`config.mk`:
```
export PLATFORM = sky130hd
export DESIGN_NAME = usbf_icb_biu_pipe
export DESIGN_NICKNAME = d
export VERILOG_FILES = /design/src/rtl/usbf_icb_biu_pipe.sv
export SDC_FILE = /design/constraint.sdc
export NUM_CORES = 1
export LEC_CHECK = 0
export ABC_AREA = 1
export BUFFER_PORTS_ARGS = -buffer_cell sky130_fd_sc_hd__buf_2
export CAP_MARGIN = 20
export CELL_PAD_IN_SITES_DETAIL_PLACEMENT = 0
export CELL_PAD_IN_SITES_GLOBAL_PLACEMENT = 1
export CORE_MARGIN = 5
export CORE_UTILIZATION = 32
export DETAILED_ROUTE_END_ITERATION = 6
export GPL_TIMING_DRIVEN = 1
export PLACE_DENSITY = 0.88
export SYNTH_ARGS = -nofsm -noshare
export SYNTH_HDL_FRONTEND = slang
export SYNTH_SLANG_ARGS = --single-unit
```
`constraint.sdc`:
```
create_clock -name hclk_i -period 2.69 [get_ports hclk_i]
set_input_delay 0.6725 -clock hclk_i [delete_from_list [all_inputs] [get_ports hclk_i]]
set_output_delay 0.6725 -clock hclk_i [all_outputs]
set_load 0.005 [all_outputs]
```
`src/rtl/usbf_icb_biu_pipe.sv`:
```
`default_nettype none
`timescale 1ns/1ps
// +----------------------------------------------------------------------------+
// | usbf_icb_biu_pipe : ICB slave to usbf CSR bridge with response FIFO        |
// | Optional CSR wait timeout enabled by defining USBF_BIU_TIMEOUT_EN          |
// | Rev 1.0                                                                    |
// +----------------------------------------------------------------------------+
module usbf_icb_biu_pipe #(
   parameter int            DW             = 32,
   parameter int            AW             = 32,
   parameter int            WIN_BITS       = 12,
   parameter logic [AW-1:0] BASE_ADDR      = 32'h1000_0000,
   parameter int            RSP_DEPTH      = 2,
   parameter int            TIMEOUT_CYCLES = 256
) (
   input  logic            hclk_i,
   input  logic            hrst_i,
   input  logic            icb_cmd_valid_i,
   output logic            icb_cmd_ready_o,
   input  logic [AW-1:0]   icb_cmd_addr_i,
   input  logic            icb_cmd_read_i,
   input  logic [DW-1:0]   icb_cmd_wdata_i,
   input  logic [DW/8-1:0] icb_cmd_wmask_i,
   output logic            icb_rsp_valid_o,
   input  logic            icb_rsp_ready_i,
   output logic [DW-1:0]   icb_rsp_rdata_o,
   output logic            icb_rsp_err_o,
   output logic            csr_wt_en_o,
   output logic            csr_rd_en_o,
   output logic [AW-1:0]   csr_addr_o,
   output logic [DW-1:0]   csr_wdata_o,
   output logic [DW/8-1:0] csr_wmask_o,
   input  logic [DW-1:0]   csr_rdata_i,
   input  logic            csr_ready_i,
   output logic            busy_o
);

   localparam int MW = DW / 8;
   localparam int PW = (RSP_DEPTH > 1) ? $clog2(RSP_DEPTH) : 1;
   localparam int CW = $clog2(RSP_DEPTH + 1);
   localparam logic [CW-1:0] c_DEPTH    = CW'(RSP_DEPTH);
   localparam logic [PW-1:0] c_PTR_LAST = PW'(RSP_DEPTH - 1);

   typedef enum logic [0:0] {
      ST_IDLE   = 1'b0,
      ST_ACCESS = 1'b1
   } state_t;

   state_t          state_q, state_d;
   logic [AW-1:0]   addr_q;
   logic [DW-1:0]   wdata_q;
   logic [MW-1:0]   wmask_q;
   logic            read_q;
   logic            hit_q;

   logic [DW-1:0]   mem_rdata_q [RSP_DEPTH];
   logic            mem_err_q   [RSP_DEPTH];
   logic [PW-1:0]   wr_ptr_q, rd_ptr_q;
   logic [CW-1:0]   cnt_q, cnt_d;

   logic            w_cmd_ready;
   logic            w_accept;
   logic            w_hit;
   logic            w_push;
   logic            w_push_err;
   logic [DW-1:0]   w_push_rdata;
   logic            w_pop;
   logic            w_rd_en;
   logic            w_wt_en;

`ifdef USBF_BIU_TIMEOUT_EN
   localparam int TW = $clog2(TIMEOUT_CYCLES);
   localparam logic [TW-1:0] c_TO_LAST = TW'(TIMEOUT_CYCLES - 1);
   logic [TW-1:0]   to_cnt_q;
`endif

   function automatic logic [PW-1:0] ptr_inc(input logic [PW-1:0] p);
      return (p == c_PTR_LAST) ? '0 : p + 1'b1;
   endfunction

   assign w_hit = (icb_cmd_addr_i[AW-1:WIN_BITS] == BASE_ADDR[AW-1:WIN_BITS]);
   assign w_pop = (cnt_q != '0) && icb_rsp_ready_i;

   always_comb begin
      state_d      = state_q;
      w_cmd_ready  = 1'b0;
      w_accept     = 1'b0;
      w_push       = 1'b0;
      w_push_err   = 1'b0;
      w_push_rdata = '0;
      w_rd_en      = 1'b0;
      w_wt_en      = 1'b0;
      case (state_q)
         ST_IDLE: begin
            // Accept only with a free FIFO slot so the eventual push always fits.
            w_cmd_ready = (cnt_q < c_DEPTH);
            if (icb_cmd_valid_i && w_cmd_ready) begin
               w_accept = 1'b1;
               state_d  = ST_ACCESS;
            end
         end
         ST_ACCESS: begin
            if (!hit_q) begin
               w_push     = 1'b1;
               w_push_err = 1'b1;
               state_d    = ST_IDLE;
            end else begin
               w_rd_en = read_q;
               w_wt_en = !read_q;
               if (csr_ready_i) begin
                  w_push       = 1'b1;
                  w_push_rdata = read_q ? csr_rdata_i : '0;
                  state_d      = ST_IDLE;
               end
`ifdef USBF_BIU_TIMEOUT_EN
               else if (to_cnt_q == c_TO_LAST) begin
                  w_push     = 1'b1;
                  w_push_err = 1'b1;
                  state_d    = ST_IDLE;
               end
`endif
            end
         end
         default: state_d = ST_IDLE;
      endcase
   end

   always_comb begin
      cnt_d = cnt_q;
      case ({w_push, w_pop})
         2'b10:   cnt_d = cnt_q + 1'b1;
         2'b01:   cnt_d = cnt_q - 1'b1;
         default: cnt_d = cnt_q;
      endcase
   end

   always_ff @(posedge hclk_i) begin
      if (hrst_i) begin
         state_q  <= ST_IDLE;
         addr_q   <= '0;
         wdata_q  <= '0;
         wmask_q  <= '0;
         read_q   <= 1'b0;
         hit_q    <= 1'b0;
         wr_ptr_q <= '0;
         rd_ptr_q <= '0;
         cnt_q    <= '0;
      end else begin
         state_q <= state_d;
         cnt_q   <= cnt_d;
         if (w_accept) begin
            addr_q  <= icb_cmd_addr_i;
            wdata_q <= icb_cmd_wdata_i;
            wmask_q <= icb_cmd_wmask_i;
            read_q  <= icb_cmd_read_i;
            hit_q   <= w_hit;
         end
         if (w_push) wr_ptr_q <= ptr_inc(wr_ptr_q);
         if (w_pop)  rd_ptr_q <= ptr_inc(rd_ptr_q);
      end
   end

   // Storage needs no reset: outputs are gated by the FIFO count.
   always_ff @(posedge hclk_i) begin
      if (w_push) begin
         mem_rdata_q[wr_ptr_q] <= w_push_rdata;
         mem_err_q[wr_ptr_q]   <= w_push_err;
      end
   end

`ifdef USBF_BIU_TIMEOUT_EN
   always_ff @(posedge hclk_i) begin
      if (hrst_i) begin
         to_cnt_q <= '0;
      end else if (w_accept) begin
         to_cnt_q <= '0;
      end else if (state_q == ST_ACCESS && !csr_ready_i) begin
         to_cnt_q <= to_cnt_q + 1'b1;
      end
   end
`endif

   assign icb_cmd_ready_o = w_cmd_ready;
   assign icb_rsp_valid_o = (cnt_q != '0);
   assign icb_rsp_rdata_o = icb_rsp_valid_o ? mem_rdata_q[rd_ptr_q] : '0;
   assign icb_rsp_err_o   = icb_rsp_valid_o ? mem_err_q[rd_ptr_q]   : 1'b0;
   assign csr_rd_en_o     = w_rd_en;
   assign csr_wt_en_o     = w_wt_en;
   assign csr_addr_o      = addr_q;
   assign csr_wdata_o     = wdata_q;
   assign csr_wmask_o     = wmask_q;
   assign busy_o          = (state_q != ST_IDLE);

endmodule
`default_nettype wire

```
# == Word-level counts from Yosys, hierarchy flattened ==
# Memories as Yosys holds them, arrays and structs flattened. A register that Yosys moved wholly into a read port is not among the register bits.
# Index checks and enable logic that the tools add are counted.
# W data, S select, Z words.
# word_totals
reg_bits,75
mem_bits_rw,66
input_bits,106
out_inout_bits,106
word_cells,55
n_memories,2
# mem_list
name,words,width,read_ports,rd_ports_with_merged_regs,wr,line,rtl
mem_rdata_q,2,32,1,1,1,56,logic [DW-1:0] mem_rdata_q [RSP_DEPTH];
mem_err_q,2,1,1,1,1,57,logic mem_err_q [RSP_DEPTH];
# classes
add_sub_neg,4
n_lt_le_gt_ge,1
n_eq_ne,3
n_mux,30
n_bitwise,1
reduce_logical,5
# op_table
op,count
$mux W32,5
$mux W1,23
$eq A20 B17 Y1 const B,1
$pmux W2 S2,1
$reduce_bool A2 Y1,2
$add A1 B1 Y1 const B,2
$add A2 B1 Y2 const B,1
$eq A2 B1 Y1 const B,1
$eq A2 B2 Y1 const B,1
$logic_and A1 B1 Y1,2
$lt A2 B2 Y1 const B,1
$pmux W1 S2,1
$sub A2 B1 Y2 const B,1
$logic_not A1 Y1,1
$not A1 Y1,1

# == Depth between registers and ports, before layout ==
# logic_depth
depth_word,5
ltp_mapped,9

# == Least setup slack after synthesis ==
# Ideal clock, no wire load.
# synth_path
kind,in2reg
startpoint,input port csr_ready_i
endpoint,memory mem_err_q[0] (enable)
arrival_ns,2.212
required_time_ns,2.267
slack_ns,0.055
cell_stages,2
n_path_buf,0
cell_sequence,o21ai_1 -> nor2_1
# synth_via
elab_chain_cells,5
# synth_lines
element,line,rtl
from (decl),34,"input logic csr_ready_i,"
$mux W1,110,if (csr_ready_i) begin
$mux W1,103,if (!hit_q) begin
$mux W1,93,case (state_q)
$mux W1,165,if (w_push) begin
$mux W1 (not written as such),167,mem_err_q[wr_ptr_q] <= w_push_err;
to (decl),57,
# Every way passes these cells.

==> results.md <==
- Peak supply drop: 0.3740 mV
- Compound-Gate Fraction of Synth Area: 11.18%
- Unrepaired setup endpoints after global routing: no
- CP Data Required Time: 2020 ps
- Cell variety after synth: 23
- Synth Area in XOR/XNOR: 0.1597%
- Element type at the critical path end: output port
- H-tree Lvls: 4
- Total setup buffers inserted after CTS: 0
- DRT antenna net count: 0
- CTS root buf: clkbuf_16
- Remaining routing DRC violations: 0
- Wire per inst: 14.19 um
- Cell depth of the worst min-delay path: 1
- Filler instances: 1675
- Leakage Power: 0.003438 uW
- Vias per Instance: 4.427
- Final period util: 83.28%
- Detailed placement HPWL: 10.42 mm
- Initial DRC Count: 216
- Worst-skew pair later-pin latency: 410 ps
- Syn Nets: 709
- Total wire length: 14.77 mm
- CP bufs+invs: 2
- Avg Inst Size Synth: 9.112 sq um
- Core Area: 0.01670 sq mm
- Hold WC Path Type: reg -> reg
- # setup viols final: 0
- Outcome: finished, final reports clean
- Worst stage delay on the critical path: 340 ps
- Max Root-Sink Buffers: 2
- Main combinational cell family by area after synthesis: simple AND/OR/NAND/NOR gates
- R2r setup slk: 830 ps
- Final Hold Viols: 0
- Post-synth top area share: 36.13%
- Yosys top cell by area: edfxtp_1
- Die X: 140.9 um
- CP startpoint kind: register
- Synth Register Bits: 142
- Arr. time, crit path: 1570 ps
- Synth Instances: 602
- Final min period: 2240 ps
- Levels on crit path: 4
- Cts hold-fix bufs: 0
- Final Max Slew Viols: 0
- Overflow after GRT: 0
- Fraction of layout cells with a size suffix above 1: 31.67%
- Setup Skew: 8.586 ps
- First-pass DRT Iterations: 4
- Power per cell area: 862.6 mW/mm^2
- Die area: 0.01986 sq mm
- Vias in the first global route: 4566
- Largest net degree at the start of global routing: 79
- Placed inst area: 0.006744 sq mm
- Antenna diodes: 0
- Fin nets: 915
- Vias: 4608
- Post-synthesis sequential area ratio: 63.87%
- Mux contribution to synthesized area: 0%
- Commonest cells after routing, fill and taps aside: 211 x buf_2, 165 x nor2_1, 78 x nand2_1
- TNS Setup: 0 ps
- Clock Sinks: 142
- Synth area leaders: edfxtp_1 36%, dfxtp_1 28%, nor2_1 11%
- Synthesized area: 0.005485 sq mm
- TritonCTS clock tree: built
- GP Congestion: 0.7225
- First-pass GRT wire length: 23.27 mm
- Peak Freq: 446.4 MHz
- Post-Synth Adder-Cell Area: 0.2281%
- Setup Crit Path Kind: reg -> out
- P&R area growth vs syn: 33.44%
- Register area: 0.003503 sq mm
- CP max-delay cell: buf_4
- Initial antenna violation count: 0
- TritonCTS buffer count: 17
- FF-to-FF path depth: 7
- Worst-margin pin slew: 779.4 ps
- Slew HR: 48.04%
- Delay-heaviest family, CP: buffers and inverters
- Max-cap violations: 0
- Top Ports: 212
- Commonest non-fill, non-tap cell in the layout: buf_2
- Port Buffers: 211
- Synth Area in Simple Gates: 17.68%
- CP Max Fanout: 33
- Ys Warns: 0
- Initial core utilization: 32.84%
- Site row count: 47
- Clk slew on worst S/H paths: 60 ps
- CP cell instances: buf_4 > nand2_1 > a21oi_1 > buf_2
- Post-CTS resize count: 0
- Die Ht: 140.9 um
- Global Route Usage Sum: 14.75%
- Area of the multi-input gates: 0.001619 sq mm
- Design Area, Final: 0.007320 sq mm
[synth_stat cells]
| cell | count |
|---|---|
| nand2_1 | 78 |
| inv_2 | 1 |
| nor3_1 | 2 |
| o21ai_1 | 2 |
| buf_4 | 1 |
| xor2_1 | 1 |
| nor2_1 | 167 |
| inv_4 | 1 |
| nand3_1 | 1 |
| dfxtp_1 | 76 |
| nor2_2 | 1 |
| clkbuf_1 | 18 |
| nand2_4 | 1 |
| buf_2 | 9 |
| edfxtp_1 | 66 |
| ha_1 | 1 |
| a21oi_1 | 48 |
| a211oi_1 | 1 |
| inv_1 | 48 |
| nor2_4 | 1 |
| nand2_2 | 1 |
| o21ai_0 | 71 |
| buf_6 | 6 |
[where the power goes]
| group | switching (uW) | internal (uW) |
|---|---|---|
| clock | 978 | 1300 |
| sequential | 113 | 2490 |
| combinational | 874 | 555 |
| total | 1970 | 4350 |
[kinds of logic after synthesis]
kind of cell	Yosys count
and+or+nand+nor	252
AOI/OAI and AO/OA	122
adders and majority gates	1
xor gates and xnor gates	1
DFF	142
buffers and inverters	84
[per-stage QoR]
step                      setup slack (ps)  hold WS, ps  power [uW]  std cells  utilization (%)
after floorplan                      54.61        431.6        3459        602                -
after global placement               538.3        442.1        4089       1009            40.38
after detailed placement             491.3        449.0        4105       1009            40.38
after CTS                            414.3        457.3        6404       1041            43.83
after global routing                 305.6        495.9        6690       1041            43.83
final                                449.7        455.9        6314       1041            43.83
[flip-flops by register name (all words and copies together) (netlist names), named ones only]
signal / flops
mem_rdata_q: 64
csr_addr_o: 32
csr_wdata_o: 32
csr_wmask_o: 4
cnt_q: 2
mem_err_q: 2
busy_o: 1
hit_q: 1
rd_ptr_q: 1
read_q: 1
wr_ptr_q: 1
[layout make-up]
| type | count | share of cell area (%) |
|---|---|---|
| timing repair buffer | 221 | 15.79 |
| tap | 220 | 3.761 |
| clock inverter | 15 | 2.051 |
| inverter | 50 | 2.598 |
| sequential | 142 | 47.86 |
| multi-input combinational | 376 | 22.12 |
| clock buffer | 17 | 5.812 |
[per-layer routing]
| metal | GRT usage [%] | wire length [um] | share of wire [%] | vias up |
|---|---|---|---|---|
| met3 | 7.721 | 1800 | 12 | 8 |
| met1 | 17.34 | 6161 | 42 | 2051 |
| met5 | 0 | 0 | 0 | - |
| met4 | 3.519 | 105 | 0.71 | 0 |
| met2 | 23.99 | 6700 | 45 | 189 |
| li1 | - | - | - | 2360 |
[worst paths after layout]
kind | to | from
setup / recovery | icb_rsp_rdata_o[11] | register
hold / removal | register | rd_ptr_q
setup reg to reg | cnt_q[1] | hit_q
hold reg to reg | register | rd_ptr_q
Power figures use the tool's default switching activity.
